`config.mk`:
```
export PLATFORM = sky130hd
export DESIGN_NAME = keypad_encoder
export DESIGN_NICKNAME = d
export VERILOG_FILES = /design/src/rtl/keypad_encoder_pkg.sv /design/src/rtl/keypad_encoder_stable_counter.sv /design/src/rtl/keypad_encoder.sv
export SDC_FILE = /design/constraint.sdc
export NUM_CORES = 1
export LEC_CHECK = 0
export CORE_ASPECT_RATIO = 0.9
export CORE_MARGIN = 3
export CORE_UTILIZATION = 40
export DETAILED_ROUTE_END_ITERATION = 10
export HOLD_SLACK_MARGIN = 0.03
export PLACE_DENSITY_LB_ADDON = 0.1
export REMOVE_ABC_BUFFERS = 1
export SLEW_MARGIN = 20
export SYNTH_ARGS = -nofsm -noshare
export SYNTH_HDL_FRONTEND = slang
export SYNTH_SLANG_ARGS = --single-unit
```
`constraint.sdc`:
```
create_clock -name clock -period 3.3 [get_ports clock]
set_input_delay 0.66 -clock clock [delete_from_list [all_inputs] [get_ports clock]]
set_output_delay 0.66 -clock clock [all_outputs]
set_load 0.1 [all_outputs]
```
`src/rtl/keypad_encoder_pkg.sv`:
```
// Shared constants and FSM state type for the keypad time-entry front end.
// The countdown timer imports BCD_W from here so both sides agree on digit width.
package keypad_encoder_pkg;

    localparam int BCD_W     = 4;
    localparam int KEY_COUNT = 10;

    typedef enum logic [1:0] {
        IDLE     = 2'd0,
        DEBOUNCE = 2'd1,
        LOAD     = 2'd2,
        RELEASE  = 2'd3
    } state_t;

endpackage

```
`src/rtl/keypad_encoder_stable_counter.sv`:
```
// Saturating stability counter used for both the press and release debounce phases.
// The synchronous clear wins over the increment.
module stable_counter #(
    parameter int CNT_W           = 5,
    parameter int DEBOUNCE_CYCLES = 16
) (
    input  logic clock,
    input  logic clear,
    input  logic inc,
    output logic done
);

    localparam logic [CNT_W-1:0] LIMIT = CNT_W'(DEBOUNCE_CYCLES);

    logic [CNT_W-1:0] count;

    always_ff @(posedge clock) begin
        if (clear) begin
            count <= '0;
        end else if (inc && (count != LIMIT)) begin
            count <= count + CNT_W'(1);
        end
    end

    assign done = (count == LIMIT);

endmodule

```
`src/rtl/keypad_encoder.sv`:
```
// Keypad front end: synchronises the raw key lines, debounces a single pressed key,
// emits one active-low load strobe with its BCD digit, then waits for a clean release.
module keypad_encoder
    import keypad_encoder_pkg::*;
#(
    parameter int DEBOUNCE_CYCLES = 16,
    parameter int CNT_W           = 5
) (
    input  logic                 clock,
    input  logic                 clearn,
    input  logic [KEY_COUNT-1:0] keypad,
    input  logic                 enable,
    output logic [BCD_W-1:0]     data_out,
    output logic                 loadn,
    output logic                 busy
);

    state_t               state;
    state_t               next_state;
    logic [KEY_COUNT-1:0] sync_q;
    logic [KEY_COUNT-1:0] ks;
    logic [KEY_COUNT-1:0] cand;
    logic [BCD_W-1:0]     cand_bcd;
    logic                 ks_valid;
    logic                 cand_load;
    logic                 cnt_clear;
    logic                 cnt_inc;
    logic                 cnt_done;

    always_ff @(posedge clock) begin
        if (!clearn) begin
            sync_q <= '0;
            ks     <= '0;
        end else begin
            sync_q <= keypad;
            ks     <= sync_q;
        end
    end

    // A key counts only when exactly one line is set; chords and silence look the same.
    always_comb begin
        ks_valid = (ks != '0) && ((ks & (ks - KEY_COUNT'(1))) == '0);
    end

    always_comb begin
        cand_bcd = '0;
        for (int k = 0; k < KEY_COUNT; k++) begin
            if (cand[k]) begin
                cand_bcd = BCD_W'(k);
            end
        end
    end

    stable_counter #(
        .CNT_W           (CNT_W),
        .DEBOUNCE_CYCLES (DEBOUNCE_CYCLES)
    ) u_stable_counter (
        .clock (clock),
        .clear (cnt_clear || !clearn),
        .inc   (cnt_inc),
        .done  (cnt_done)
    );

    always_ff @(posedge clock) begin
        if (!clearn) begin
            state <= IDLE;
        end else begin
            state <= next_state;
        end
    end

    // The counter value at DEBOUNCE entry already includes the sample that IDLE accepted.
    always_comb begin
        next_state = state;
        cnt_clear  = 1'b0;
        cnt_inc    = 1'b0;
        cand_load  = 1'b0;
        case (state)
            IDLE: begin
                if (enable && ks_valid) begin
                    next_state = DEBOUNCE;
                    cnt_inc    = 1'b1;
                    cand_load  = 1'b1;
                end else begin
                    cnt_clear = 1'b1;
                end
            end
            DEBOUNCE: begin
                if (ks != cand) begin
                    next_state = IDLE;
                    cnt_clear  = 1'b1;
                end else if (!enable) begin
                    next_state = RELEASE;
                    cnt_clear  = 1'b1;
                end else if (cnt_done) begin
                    next_state = LOAD;
                    cnt_clear  = 1'b1;
                end else begin
                    cnt_inc = 1'b1;
                end
            end
            LOAD: begin
                next_state = RELEASE;
                cnt_clear  = 1'b1;
            end
            RELEASE: begin
                if (ks != '0) begin
                    cnt_clear = 1'b1;
                end else if (cnt_done) begin
                    next_state = IDLE;
                    cnt_clear  = 1'b1;
                end else begin
                    cnt_inc = 1'b1;
                end
            end
            default: begin
                next_state = IDLE;
                cnt_clear  = 1'b1;
            end
        endcase
    end

    // data_out changes only on entry to LOAD so the timer sees a stable digit.
    always_ff @(posedge clock) begin
        if (!clearn) begin
            cand     <= '0;
            data_out <= '0;
        end else begin
            if (cand_load) begin
                cand <= ks;
            end
            if (next_state == LOAD) begin
                data_out <= cand_bcd;
            end
        end
    end

    always_comb begin
        loadn = (state != LOAD);
        busy  = (state != IDLE);
    end

endmodule

```
### Word level (Yosys, flattened, before mapping)

Index checks and enable logic that the tools add are counted.

| word-level totals | value |
|---|---|
| output and inout bits | 6 |
| flip-flop bits (word level) | 41 |
| input bits | 13 |
| logic and storage cells | 55 |

| cells by class | value |
|---|---|
| bitwise operators | 1 |
| reduce and logical (&&, ||, !) cells | 9 |
| add/subtract/negate cells | 2 |
| mux-type cells | 29 |
| equal/unequal tests | 8 |

Operators by type and width:

| cell | number |
|---|---|
| 4-bit 2-to-1 mux | 8 |
| 1-bit 2-to-1 mux | 12 |
| 2-bit 2-to-1 mux | 6 |
| 10-bit AND | 1 |
| 10-bit logical NOT | 1 |
| 10-bit inequality test | 1 |
| 10-bit nonzero test | 1 |
| 10-bit by 1-bit subtractor with 10-bit output, second input constant | 1 |
| 2-bit case mux with 4 select lines | 1 |
| 2-bit == test, second input constant | 3 |
| 5-bit by 1-bit adder with 5-bit output, second input constant | 1 |
| 5-bit == test, second input constant | 1 |
| 5-bit inequality test, second input constant | 1 |
| 1-bit case mux with 4 select lines | 1 |
| 1-bit logical AND | 3 |
| 1-bit case mux with 3 select lines | 1 |
| 2-bit by 1-bit == test with 1-bit output, second input constant | 1 |
| 2-bit logical NOT | 1 |
| 2-bit inequality test, second input constant | 1 |
| 2-bit nonzero test | 1 |
| 1-bit logical NOT | 1 |
| 1-bit logical OR | 1 |

### Depth between registers and ports, before layout

Gate-level depths: netlist of run 1.

| logic depth | value |
|---|---|
| word-level depth | 9 |
| gate-level depth with buffers | 7 |
| mapped depth without buffers | 7 |

### Hierarchy

From an unflattened synthesis of run 1, not the netlist that was laid out.

| second synthesis, totals | value |
|---|---|
| cell total of the unflattened synthesis | 194 |
| area total of the unflattened synthesis | 1809.2 um^2 |

Modules (own cells, without submodules):

| module | area an instance (um^2) | cells an instance | times used | sequential area each (um^2) |
|---|---|---|---|---|
| keypad_encoder | 1554.0 | 167 | 1 | 720.7 |
| stable_counter | 255.2 | 27 | 1 | 100.1 |

### Worst setup path before layout of run 1

No wires, ideal clock.

| timing | value |
|---|---|
| kind | register -> register |
| start | reg state[0] |
| end | reg u_stable_counter.count[0] |
| cell stages (with the launch flop) | 6 |
| slack | 1.204 ns |
| buffers on the path | 1 |
| period minus slack after synthesis | 2.096 ns |
| setup time | 0.086 ns |
| arrival time | 2.011 ns |
| cell sequence | dfxtp_1 -> or2_2 -> or4_1 -> or3_1 -> buf_2 -> a211oi_1 |

| between the ends | value |
|---|---|
| word-level cells in the longest chain between the ends | 3 |

Ends and longest elaborated chain:

| item | line | text |
|---|---|---|
| start: declaration | keypad_encoder.sv:18 | `state_t state;` |
| start signal: assignment | keypad_encoder.sv:68 | `state <= next_state;` |
| 2-bit == test, or another cell as far along | keypad_encoder.sv:78 | `case (state)` |
| 1-bit case mux with 4 select lines / 1-bit case mux with 3 select lines (equally long branches) | keypad_encoder.sv:78 |  |
| 1-bit logical OR / 1-bit logical AND (equally long branches) | keypad_encoder.sv:59, keypad_encoder_stable_counter.sv:20 |  |
| end signal: assignment | keypad_encoder_stable_counter.sv:21 | `count <= count + CNT_W'(1);` |
| end: declaration | keypad_encoder_stable_counter.sv:15 | `logic [CNT_W-1:0] count;` |

Several ways; a longest one is shown, not always the timed one.
A chain may end at the register's enable or synchronous reset.

### Worst setup path after layout of run 1

| timing | value |
|---|---|
| start | in enable |
| end | reg u_stable_counter.count[1] |

| between the ends | value |
|---|---|
| word-level cells in the longest chain between the ends | 4 |

Ends and longest elaborated chain:

| item | line | text |
|---|---|---|
| start: declaration | keypad_encoder.sv:12 | `input logic enable,` |
| 1-bit 2-to-1 mux / 1-bit logical AND (equally long branches) | keypad_encoder.sv:92, keypad_encoder.sv:80 |  |
| 1-bit 2-to-1 mux, on equally long branches | keypad_encoder.sv:89, keypad_encoder.sv:80 |  |
| 1-bit case mux with 4 select lines / 1-bit case mux with 3 select lines (equally long branches) | keypad_encoder.sv:78 |  |
| 1-bit logical OR / 1-bit logical AND (equally long branches) | keypad_encoder.sv:59, keypad_encoder_stable_counter.sv:20 |  |

Several ways; a longest one is shown, not always the timed one.

==> results.ini, run 1 <==
[clock_network]
clk_latency_ns = 0.29
numCtsBuffers = 5
clock_tree.htree_level_count = 2
postCtsHoldBufs = 0
path_clk_slew_ns = 0.07
cts_tree = yes
clock-sinks = 41
postCtsSetupBuffers = 0
clockBufferDepth = 2
cts_root_buffer = clkbuf_8
ctsResizeCount = 0

[sta]
final_max_slew_viol_count = 0
setup_viol = 0
slew_headroom_pct = 59.9
worstMarginPinSlew_ns = 0.597
period_share_pct = 68.1
rsz0062_at_grt = no
tns_ns = 0
finalCriticalPeriod_ns = 2.25
fmax_ghz = 0.445
hold_viol_final = 0
skew_ns = 0.00689

[global_route]
track_usage_pct = 13.6
first_global_vias = 1173
grt_max_degree = 40
grt_overflow_total = 0
antenna_found_initial = 0
grt_pass1_wl_mm = 5.16

[synthesis]
ys.flop_type = dfxtp_1
syn_area_um2 = 1740
yosysUniqueCellTypes = 31
synth_cells = 184
syn_area_per_cell_um2 = 9.43
yosysSeqAreaShare_pct = 47.3
ys_seq_elements = 41
async_reset_ff_share_pct = 0
synth_edf_count = 0
ys_warn_count = 0

[floorplanning]
core_area_um2 = 4130
die-area_um2 = 5170
die-width_um = 75.4
fp-row-count = 22
start_util_pct = 42.0
pin_count = 19
die_h_um = 68.5

[route]
met2_length_mm = 1.32
route.met3.wl_um = 132
wl_per_cell_um = 11.9
vias = 1279
final_antenna_net_count = 0
topRoutingLayerUsed = met4
first_pass_iters = 4
drtIter0Drc = 56
drt-met1-wl_mm = 1.49
drcViolationCount = 0
wl_mm = 3.01
viasPerCell = 5.06

[flow_run]
max-cap-violations = 0

[cells_and_area]
design_area_um2 = 2060
n_fill_cell = 384
area_growth_pct = 18.9
fin_nets = 219
drive_above_1_share_pct = 10.7
num_antenna_cells = 0

[critical_path]
cp_max_fo = 6
slowest_delay_ns = 0.53
worstSetupPathType = primary input to register
cp.required_ns = 3.49
r2r_start = ks[3]$_SDFF_PN0_
critPathCaptureType = register
startpoint_type = primary input
cp_cell_sequence = clkdlybuf4s50_1, inv_1, or4_1, or3_1, a211oi_1
cpMaxStageDelayCell = or4_1
crit_path_start = enable
crit_arrival_ns = 2.44

[place]
postPlaceCellArea_um2 = 1950
dp_hpwl_mm = 2.27
gp_congestion = 0.792
port_buffers = 18

[hold_path]
hold_path_class = register to register
min_from = sync_q[1]$_SDFF_PN0_

[outcome]
status = finished, final reports clean

[power]
vdd.ir_drop.worst_mv = 0.243
power.leakage_nw = 0.757
power.density_nw_per_um2 = 507

[critical path: cells and delay by family]
kind	cells	cell delay (ns)
and+or+nand+nor	2	0.96
buffers and inverters	2	0.56
AOI/OAI and AO/OA	1	0.26
[state kept, by name, summed over array words and instances, names as in the netlist]
register / cells
cand: 10
ks: 10
sync_q: 10
u_stable_counter.count: 5
data_out: 4
state: 2
[area by class of cell]
| class | count | area [µm²] | share of cell area [%] |
|---|---|---|---|
| flip-flops and latches | 41 | 821 | 39.8 |
| multi-input cells | 130 | 863 | 41.8 |
| clock buffers | 7 | 86.3 | 4.18 |
| inverters | 6 | 22.5 | 1.09 |
| clock inverters | 1 | 30.0 | 1.46 |
| well taps | 48 | 60.1 | 2.91 |
| repair buffers | 20 | 180 | 8.73 |
[kinds of logic (layout without fill, tap and decap cells)]
| family | count (synthesis) | in the layout | share of synthesized area (%) |
|---|---|---|---|
| mux | 15 | 15 | 8.65 |
| buf+inv | 13 | 34 | 2.96 |
| fa+ha+maj | 3 | 3 | 2.09 |
| compound gates | 21 | 21 | 7.93 |
| flops | 41 | 41 | 47.3 |
| xor+xnor | 14 | 14 | 7.07 |
| simple gates | 77 | 77 | 24.0 |
[final timing paths]
| path | endpoint | slack, ns | depth (start not counted) |
|---|---|---|---|
| setup / recovery | u_stable_counter.count[1]$_SDFFE_PP0P_ | 1.05 | 5 |
| hold / removal | ks[1]$_SDFF_PN0_ | 0.43 | 1 |
| setup reg to reg | u_stable_counter.count[1]$_SDFFE_PP0P_ | 1.16 | 5 |
| hold reg to reg | ks[1]$_SDFF_PN0_ | 0.43 | 1 |
[metal layers]
metal | vias to the layer above | GRT usage, %
li1 | 664 | -
met1 | 584 | 17.1
met2 | 24 | 20.5
met3 | 7 | 3.96
met4 | 0 | 7.86
met5 | - | 0
[cell usage after synthesis (3+ instances only)]
| cell | n | area (µm²) |
|---|---|---|
| xor2_1 | 3 | 26.3 |
| nand4_1 | 5 | 31.3 |
| a31oi_1 | 4 | 25.0 |
| or2_2 | 4 | 25.0 |
| o21ai_0 | 3 | 15.0 |
| clkbuf_1 | 5 | 18.8 |
| nand2_1 | 26 | 97.6 |
| a21oi_1 | 5 | 25.0 |
| inv_1 | 6 | 22.5 |
| nor2_1 | 5 | 18.8 |
| xnor2_1 | 11 | 96.3 |
| and2_1 | 20 | 125 |
| a211oi_1 | 4 | 30.0 |
| nor2b_1 | 4 | 25.0 |
| nor3_1 | 4 | 20.0 |
| dfxtp_1 | 41 | 821 |
| mux2i_1 | 15 | 150 |
[layout by cell type, fill, tap and decap left out, types with 2 or more instances in the layout]
cell	n
clkbuf_8	6
o21ai_0	3
a21oi_1	5
and2_1	20
inv_1	6
clkdlybuf4s50_1	12
or2_2	4
mux2i_1	15
xor2_1	3
nand4_1	5
dfxtp_1	41
a211oi_1	4
nor4_2	2
nand2_1	26
o21bai_1	2
nor2_1	5
buf_4	8
nand2b_1	2
xnor2_1	11
ha_1	2
nor3_1	4
a31oi_1	4
nor2b_1	4
[per-stage QoR]
| step | setup slack [ns] | hold WS [ns] | utilization, % | total power [mW] | instances |
|---|---|---|---|---|---|
| after floorplan | 0.539 | 0.412 | - | 0.612 | 177 |
| after global placement | 0.842 | 0.415 | 47.2 | 0.650 | 245 |
| after detailed placement | 0.759 | 0.419 | 47.2 | 0.652 | 245 |
| after CTS | 1.06 | 0.437 | 50.0 | 1.06 | 253 |
| after global routing | 0.946 | 0.456 | 50.0 | 1.10 | 253 |
| final | 1.05 | 0.432 | 50.0 | 1.05 | 253 |
[power by group]
group,leakage [nW],switching [mW],internal [mW]
clock,0.0585,0.161,0.246
sequential,0.335,0.0147,0.512
combinational,0.363,0.0590,0.0538
Power figures use the tool's default switching activity.
==> run 2: changes to the inputs <==
==> constraint.sdc (replaced) <==
create_clock -name clock -period 2.15 [get_ports clock]
set_input_delay 0.43 -clock clock [delete_from_list [all_inputs] [get_ports clock]]
set_output_delay 0.43 -clock clock [all_outputs]
set_load 0.1 [all_outputs]
==> run 2 against run 1 <==
  * Wire length grew 9.0%
  * Setup slack lost 0.90 ns
  * Largest power group unchanged
  * Clock power grew 55%
==> results.ini, run 2 (same netlist as run 1, synthesis figures left out) <==
[outcome]
status = finished, final reports clean

[floorplanning]
fp-row-count = 22
die-area_um2 = 5170
core_area_um2 = 4130
die_h_um = 68.5
start_util_pct = 42.0
die-width_um = 75.4
pin_count = 19

[critical_path]
rr_worst_depth = 6
cp_max_fo = 10
worstSetupPathType = register to register
reg2reg_to = cand[5]$_SDFFE_PN0P_
critPathCaptureType = register
r2r_start = ks[4]$_SDFF_PN0_
crit_arrival_ns = 2.21
critical_path.endpoint = cand[5]$_SDFFE_PN0P_
startpoint_type = register
reg2reg_slack_ns = 0.15
crit_path_start = ks[4]$_SDFF_PN0_
cp.required_ns = 2.37

[sta]
period_share_pct = 93.0
holdWs_ns = 0.434
fmax_ghz = 0.500
skew_ns = 0.00435
hold_viol_final = 0
slew_headroom_pct = 71.5
final_max_slew_viol_count = 0
fin_ws_ns = 0.151
rsz0062_at_grt = no
finalCriticalPeriod_ns = 2.00
setup_viol = 0
worstMarginPinSlew_ns = 0.426

[clock_network]
clock_tree.htree_level_count = 2
cts_root_buffer = clkbuf_8
numCtsBuffers = 5
clock-sinks = 41
postCtsHoldBufs = 0
clockBufferDepth = 2
clk_latency_ns = 0.29
cts_tree = yes
path_clk_slew_ns = 0.07

[global_route]
antenna_found_initial = 0
grt_overflow_total = 0
grt_pass1_wl_mm = 5.49
track_usage_pct = 14.2
first_global_vias = 1192
grt_max_degree = 30

[power]
power.density_nw_per_um2 = 764
vdd.ir_drop.worst_mv = 0.373
power.leakage_nw = 0.794

[hold_path]
hold_path_class = register to register
min_from = sync_q[4]$_SDFF_PN0_

[route]
wl_per_cell_um = 12.7
wl_mm = 3.28
drcViolationCount = 0
final_antenna_net_count = 0
first_pass_iters = 5
drtIter0Drc = 90
viasPerCell = 5.02
vias = 1299

[cells_and_area]
drive_above_1_share_pct = 13.7
final_common_cell = dfxtp_1
design_area_um2 = 2130
final_util_pct = 51.5
final_cell_mix = dfxtp_1 (41), nand2_1 (26), and2_1 (20)
area_growth_pct = 22.6
num_antenna_cells = 0
fin_nets = 225
reg_top3 = cand (10), ks (10), sync_q (10)

[place]
port_buffers = 18
gp_congestion = 0.806
dp_hpwl_mm = 2.39
place_ws_ns = -0.0985
postPlaceCellArea_um2 = 2000

[flow_run]
max-cap-violations = 0

## run 2: power breakdown
part / switching [mW] / internal, mW
registers: 0.0226 / 0.786
clock network: 0.251 / 0.378
logic: 0.0960 / 0.0914
## run 2: timing repair
action	in CTS	in global routing
setup endpoints to repair	0	6
gates resized for setup	0	2
buffers inserted	0	0
## run 2: layout make-up
| class | count | area (µm²) |
|---|---|---|
| Clock buffer | 7 | 86.3 |
| Inverter | 6 | 22.5 |
| Tap cell | 48 | 60.1 |
| Sequential cell | 41 | 821 |
| Clock inverter | 1 | 30.0 |
| Fill cell | 388 | 2000 |
| Timing Repair Buffer | 26 | 238 |
| Multi-Input combinational cell | 130 | 870 |
## run 2: metrics by stage
| stage | power [mW] | TNS (ns) | instances |
|---|---|---|---|
| 2_1_floorplan | 0.939 | -6.11 | 177 |
| 3_3_place_gp | 1.01 | -0.209 | 251 |
| 3_5_place_dp | 1.01 | -0.950 | 251 |
| 4_1_cts | 1.64 | 0 | 259 |
| 5_1_grt | 1.70 | 0 | 259 |
| 6_report | 1.62 | 0 | 259 |
## run 2: worst max-delay path, stage by stage (launching register included)
cell and delay [ns]:
dfxtp_1 0.38, a2111oi_1 0.40, nor3_1 0.08, or4_1 0.46, nor3_1 0.16, buf_4 0.25
mux2i_1 0.20
## run 2: metal layers
metal | track usage, % | up-vias | part of all wire [%]
met3 | 3.96 | 6 | 4.3
met5 | 0 | - | 0
met2 | 20.8 | 29 | 47
met1 | 19.3 | 595 | 48
met4 | 6.55 | 0 | 1.2
li1 | - | 669 | -
## run 2: how the worst min path moves through the flow
stage / end / cells past startpoint / slack [ns]
3_3_place_gp: ks[7]$_SDFF_PN0_ / 1 / 0.42
5_1_grt: ks[6]$_SDFF_PN0_ / 1 / 0.46
4_1_cts: ks[1]$_SDFF_PN0_ / 1 / 0.44
6_report: ks[4]$_SDFF_PN0_ / 1 / 0.43
3_5_place_dp: ks[4]$_SDFF_PN0_ / 1 / 0.42
2_1_floorplan: ks[0]$_SDFF_PN0_ / 1 / 0.41
